`src/rtl/rb_pkg.sv`:
```
// Shared constants and handshake port state encoding for the register-bank responder.
package rb_pkg;
  localparam int          NREGS    = 16;
  localparam int          REG_PC   = 15;
  localparam logic [31:0] CPSR_RST = 32'h0000_00D3;

  typedef logic [1:0] hs_state_t;
  localparam hs_state_t HS_IDLE     = 2'd0;
  localparam hs_state_t HS_ACK      = 2'd1;
  localparam hs_state_t HS_WAIT_LOW = 2'd2;
endpackage

```
`src/rtl/rb_hs_port.sv`:
```
// Generic 4-phase return-to-zero responder; fire pulses for the edge a transaction is captured.
module rb_hs_port
  import rb_pkg::*;
(
  input  logic clk,
  input  logic reset,
  input  logic trigger,
  output logic ready,
  output logic fire
);
  hs_state_t state;
  // Low for the first edge after reset exit, so a trigger left high across reset is not served.
  logic      armed;

  assign fire  = reset && armed && (state == HS_IDLE) && trigger;
  assign ready = (state == HS_ACK);

  always_ff @(posedge clk) begin
    if (!reset) begin
      state <= HS_IDLE;
      armed <= 1'b0;
    end else begin
      armed <= 1'b1;
      case (state)
        HS_IDLE:     if (trigger) state <= armed ? HS_ACK : HS_WAIT_LOW;
        HS_ACK:      if (!trigger) state <= HS_IDLE;
        HS_WAIT_LOW: if (!trigger) state <= HS_IDLE;
        default:     state <= HS_IDLE;
      endcase
    end
  end
endmodule

```
`src/rtl/regbank_responder.sv`:
```
// Clocked 16x32 register bank with independent 4-phase read/write ports, r15/pc and cpsr.
// Optional same-edge write-to-read bypass enabled by defining RB_BYPASS_EN.
module regbank_responder
  import rb_pkg::*;
#(
  parameter int          NREGS    = rb_pkg::NREGS,
  parameter logic [31:0] CPSR_RST = rb_pkg::CPSR_RST
) (
  input  logic        clk,
  input  logic        reset,
  input  logic        triggerInr,
  input  logic [31:0] addrr,
  output logic        readyOut,
  output logic [31:0] dataOut,
  input  logic        triggerInw,
  input  logic [31:0] addrw,
  input  logic [31:0] dataIn,
  output logic        readyOutW,
  input  logic [31:0] pcIn,
  input  logic        pcWe,
  output logic [31:0] pcOut,
  input  logic [31:0] cpsrIn,
  input  logic        cpsrWe,
  output logic [31:0] cpsrOut
);
  localparam int             AW     = $clog2(NREGS);
  localparam logic [AW-1:0]  PC_IDX = AW'(REG_PC);

  logic [31:0]   regs [NREGS];
  logic [31:0]   cpsr;
  logic [31:0]   rd_val;
  logic [AW-1:0] ridx, widx;
  logic          rd_fire, wr_fire, pc_load;
  logic          unused_addr;

  assign ridx        = addrr[AW-1:0];
  assign widx        = addrw[AW-1:0];
  assign unused_addr = ^{addrr[31:AW], addrw[31:AW]};

  rb_hs_port u_rd (.clk(clk), .reset(reset), .trigger(triggerInr), .ready(readyOut),  .fire(rd_fire));
  rb_hs_port u_wr (.clk(clk), .reset(reset), .trigger(triggerInw), .ready(readyOutW), .fire(wr_fire));

  // Write port wins r15; the pc load is simply dropped that cycle.
  assign pc_load = pcWe && !(wr_fire && widx == PC_IDX);

  always_comb begin
    rd_val = regs[ridx];
`ifdef RB_BYPASS_EN
    if (wr_fire && widx == ridx)         rd_val = dataIn;
    else if (pc_load && ridx == PC_IDX)  rd_val = pcIn;
`endif
  end

  always_ff @(posedge clk) begin
    if (!reset) begin
      for (int i = 0; i < NREGS; i++) regs[i] <= '0;
      cpsr    <= CPSR_RST;
      dataOut <= '0;
    end else begin
      if (wr_fire) regs[widx]   <= dataIn;
      if (pc_load) regs[PC_IDX] <= pcIn;
      if (cpsrWe)  cpsr         <= cpsrIn;
      if (rd_fire) dataOut      <= rd_val;
    end
  end

  assign pcOut   = regs[PC_IDX];
  assign cpsrOut = cpsr;
endmodule

```
`config.mk`:
```
export PLATFORM = sky130hd
export DESIGN_NAME = regbank_responder
export DESIGN_NICKNAME = d
export VERILOG_FILES = /design/src/rtl/rb_pkg.sv /design/src/rtl/rb_hs_port.sv /design/src/rtl/regbank_responder.sv
export SDC_FILE = /design/constraint.sdc
export NUM_CORES = 1
export LEC_CHECK = 0
export BUFFER_PORTS_ARGS = -buffer_cell sky130_fd_sc_hd__buf_2
export CELL_PAD_IN_SITES_DETAIL_PLACEMENT = 0
export CELL_PAD_IN_SITES_GLOBAL_PLACEMENT = 1
export CORE_ASPECT_RATIO = 1.5
export CORE_UTILIZATION = 33
export CTS_CLUSTER_SIZE = 30
export DETAILED_ROUTE_END_ITERATION = 7
export PLACE_DENSITY_LB_ADDON = 0.05
export SYNTH_ARGS = -nofsm -noshare
export SYNTH_HDL_FRONTEND = slang
export SYNTH_SLANG_ARGS = --single-unit
```
`constraint.sdc`:
```
create_clock -name clk -period 3.95 [get_ports clk]
set_input_delay 0.1975 -clock clk [delete_from_list [all_inputs] [get_ports clk]]
set_output_delay 0.1975 -clock clk [all_outputs]
set_load 0.005 [all_outputs]
```
# Word-level counts from Yosys, hierarchy flattened
# Memories as Yosys holds them, arrays and structs flattened. A register that Yosys moved wholly into a read port is not among the register bits.
# Cells that the tools add are included.
# totals
ff_bits	37
ramBits	512
input_bits	166
output_inout_bits	98
word_cells	50
memories	1
# classes
eq_ne	9
mux	19
n_bitwise	1
reduce_logical	16
# memory_table
name	depth	word_bits	read_ports	rd_clocked_by_memory_dff	write_ports	line	text
regs	16	32	2	1	16	regbank_responder.sv:29	logic [31:0] regs [NREGS];
# op_table
operator	n
32-bit two-way mux	2
32-bit OR reduction	1
2-bit two-way mux	5
1-bit two-way mux	9
2-bit inequality test, second input constant	4
2-bit one-hot mux with 2 select lines	2
1-bit logical AND	7
2-bit by 1-bit == test with 1-bit output, second input constant	2
2-bit == test, second input constant	2
4-bit == test, second input constant	1
2-bit logical NOT	2
4-bit two-way mux	1
2-bit AND reduction	2
2-bit OR reduction	2
1-bit logical NOT	2
1-bit OR	1

# Longest topological paths before layout
# logic_depth
word_depth	10
mapped_depth	8
mapped_depth_nobuf	6

# By module
# Synthesis repeated with hierarchy kept, for this count alone.
# unflattened
hier_cells	1971
area_unflattened_um2	25909.8
# by_module_without_submodules
mod	instances	cells_per_inst	area_per_inst_um2	seq_area_each_um2
regbank_responder	1	1939	25597.0	16656.0
rb_hs_port	2	16	156.4	60.1

# Worst setup path before layout
# OpenSTA, ideal clock, no wires.
# synth_path
path_type	register -> register
from	register u_wr.state[0]
to	memory regs[4][0] (enable)
arrival_ns	3.315
setup_slack_ns	0.169
stages_incl_launch_ff	6
n_path_buf	0
synth_period_minus_slack_ns	3.781
path_cell_list	dfxtp_1 -> inv_1 -> ha_1 -> and4_1 -> nand3_1 -> o21ai_0
# synth_lines
element	line	text
start: declaration	rb_hs_port.sv:11	hs_state_t state;
start signal: assignment	rb_hs_port.sv:25	HS_IDLE: if (trigger) state <= armed ? HS_ACK : HS_WAIT_LOW;
end: declaration	regbank_responder.sv:29	

==> impl_metrics.json <==
{
  "cts_tree": "yes",
  "synthArstFlopShare": 0,
  "die_h_um": 343,
  "wl_per_cell_um": 26.6,
  "synthMuxAreaShare": 0.135,
  "min_period_ns": 2.84,
  "holdPathStages": 2,
  "synth_cells": 1698,
  "vias": 15000,
  "place_hpwl_um": 48100,
  "synth_compound_area_frac": 0.0422,
  "nFillCells": 7065,
  "synth_nets": 1868,
  "post-route-period-util": 0.719,
  "worstMarginPinSlew_ns": 1.21,
  "rrSetupSlack_ns": 1.11,
  "port_buffers": 207,
  "grt_max_degree": 58,
  "rsz0062_at_grt": "false",
  "insertion_delay_ns": 0.65,
  "grt_pass1_wl_um": 114000,
  "synth-seq-cells": 581,
  "synthSimpleGateAreaFrac": 0.140,
  "antenna_cells": 0,
  "globalplace.congestion": 0.722,
  "layout_common_cells": "512 x edfxtp_1, 480 x and2_1, 204 x buf_2",
  "postCtsResizedCells": 0,
  "finalClockSkew_ns": 0.0173,
  "slew_viol_final": 0,
  "power_density_nw_per_um2": 446,
  "cpMaxStageDelayCell": "nand2b_2",
  "layout_commonest_cell": "edfxtp_1",
  "fin_tns_setup_ns": 0,
  "first_global_vias": 16000,
  "final_cell_area_um2": 30700,
  "crit_arrival_ns": 3.17,
  "r2r_cells": 7,
  "critPathMaxStageDelay_ns": 0.62,
  "clk_pin_slew_ns": 0.06,
  "detail-route-antenna-nets": 0,
  "routed_wl_um": 80300,
  "seq_area_frac_synth": 0.654,
  "synth_top_family_by_area": "simple AND/OR/NAND/NOR gates",
  "clk_path_buf_depth": 3,
  "antenna_found_initial": 7,
  "drcViolationCount": 0,
  "start_kind": "flop",
  "final-setup-viol-count": 0,
  "synth_area_um2": 25600,
  "hold_path.class": "in2reg",
  "ctsRootBufferMaster": "clkbuf_16",
  "post-cts-setup-buffers": 0,
  "synth-xor-area-share": 0,
  "pin_count": 264,
  "crit_chain": "inv_1 > ha_1 > and4_1 > nand3_1 > nor3_4 > nand2b_2 > buf_12",
  "dpl-instance-area_um2": 28100,
  "syn_to_final_growth_pct": 20.0,
  "critical_path_class": "reg2reg",
  "core_region_area_um2": 76500,
  "routed_via_density": 4.97,
  "synth_ff_type": "edfxtp_1",
  "dieArea_um2": 78700,
  "start_util": 0.335,
  "path_max_fanout": 17,
  "synth.area.top_cells": "edfxtp_1 60%, and2_1 12%, mux4_2 8.4%, dfxtp_1 5.4%, mux2i_1 5.0%",
  "avgSynthCellArea_um2": 15.1,
  "grt_overflow": 0,
  "cts_buffers": 60,
  "drv_cap": 0,
  "relSlewSlack": 0.194,
  "ir_drop_uv": 325,
  "worst_hold_slack_ns": 0.0397,
  "row_count": 124,
  "synth_edf_count": 512,
  "power_leakage_nw": 11.8,
  "status": "finished clean",
  "yosysTopAreaCellShare": 0.600,
  "cp.required_ns": 4.29,
  "drt_iter0_drc": 1076,
  "fmax_ghz": 0.352,
  "synthAdderAreaFrac": 0.00195,
  "htreeDepth": 2,
  "cts.sinks": 581,
  "drive_gt1_frac": 0.246,
  "firstDrtPassIters": 5,
  "nets": 2125,
  "synth_cell_types": 35,
  "synth_largest_area_cell": "edfxtp_1",
  "hold_violations": 0,
  "grt_usage": 0.205,
  "die_w_um": 229,
  "ys_warn_count": 0,
  "end_kind": "flop"
}
power breakdown:
| part | switching [mW] | leakage [nW] | internal [mW] | total, mW |
|---|---|---|---|---|
| clock network | 2.48 | 0.931 | 3.13 | 5.61 |
| logic | 0.649 | 4.94 | 0.439 | 1.09 |
| registers | 0.0881 | 5.89 | 6.92 | 7.00 |
path summary, 6_finish.rpt:
check                              startpoint          end
worst max-delay path            u_wr.state[1]  regs[2][23]
worst min-delay path                dataIn[8]  regs[11][8]
worst max register to register  u_wr.state[1]  regs[2][23]
worst min register to register     cpsrOut[4]   cpsrOut[4]
cells by family (layout without fill, tap and decap cells):
kind of cell	after synthesis	in the layout
AND/OR/NAND/NOR	590	590
buffers and inverters	155	464
multiplexers	226	226
AO/OA/AOI/OAI	142	142
adder cells (fa/ha/maj)	4	4
flip-flops	581	581
timing repair:
action                     4_1_cts  5_1_grt
setup endpoints to repair        0        0
hold endpoints to repair        96        0
hold buffers                    72        0
critical path: cells and delay by family, from the launching register on:
family	cells	cell delay (ns)
flops	1	0.31
fa+ha+maj	1	0.20
buf+inv	2	0.34
simple gates	4	1.66
flip-flops by register name, indices dropped and copies added (netlist names):
signal	cells
u_rd.armed	1
cpsrOut	32
regs	512
dataOut	32
u_wr.state	2
u_rd.state	2
routing by layer:
| layer | GRT usage | routed length [um] | share of wire |
|---|---|---|---|
| met3 | 0.0302 | 3510 | 0.044 |
| met2 | 0.376 | 42500 | 0.53 |
| met4 | 0.0592 | 2130 | 0.026 |
| met5 | 0 | 22 | 0.00027 |
| met1 | 0.247 | 32100 | 0.40 |
through the flow:
step | worst slack, ns | power (mW) | cells | utilization
floorplan | 0.169 | 7.67 | 1698 | -
global placement | 1.09 | 8.18 | 2829 | 0.368
detailed placement | 1.11 | 8.20 | 2829 | 0.368
CTS | 1.08 | 13.9 | 3015 | 0.402
global route | 0.933 | 14.2 | 3015 | 0.402
finish | 1.11 | 13.7 | 3015 | 0.402
cell type report:
class / instances / area [um^2] / share of cell area
clock buffer: 89 / 1720 / 0.0560
clock inverter: 25 / 173 / 0.00562
inverter: 7 / 26.3 / 0.000855
multi-input combinational: 962 / 8390 / 0.273
sequential: 581 / 16800 / 0.545
tap: 1008 / 1260 / 0.0410
timing repair buffer: 343 / 2400 / 0.0782
synthesized netlist by cell type, types with 9 or more instances:
cell type	count
clkbuf_1	106
and2_1	481
buf_2	21
mux4_2	96
dfxtp_1	69
nand2_1	37
a22o_1	33
o21ai_0	11
nor2_1	14
a22oi_1	33
buf_1	9
nor2b_1	33
mux2i_1	127
o211ai_1	62
edfxtp_1	512
buf_4	9
(Power assumes the default switching activity.)
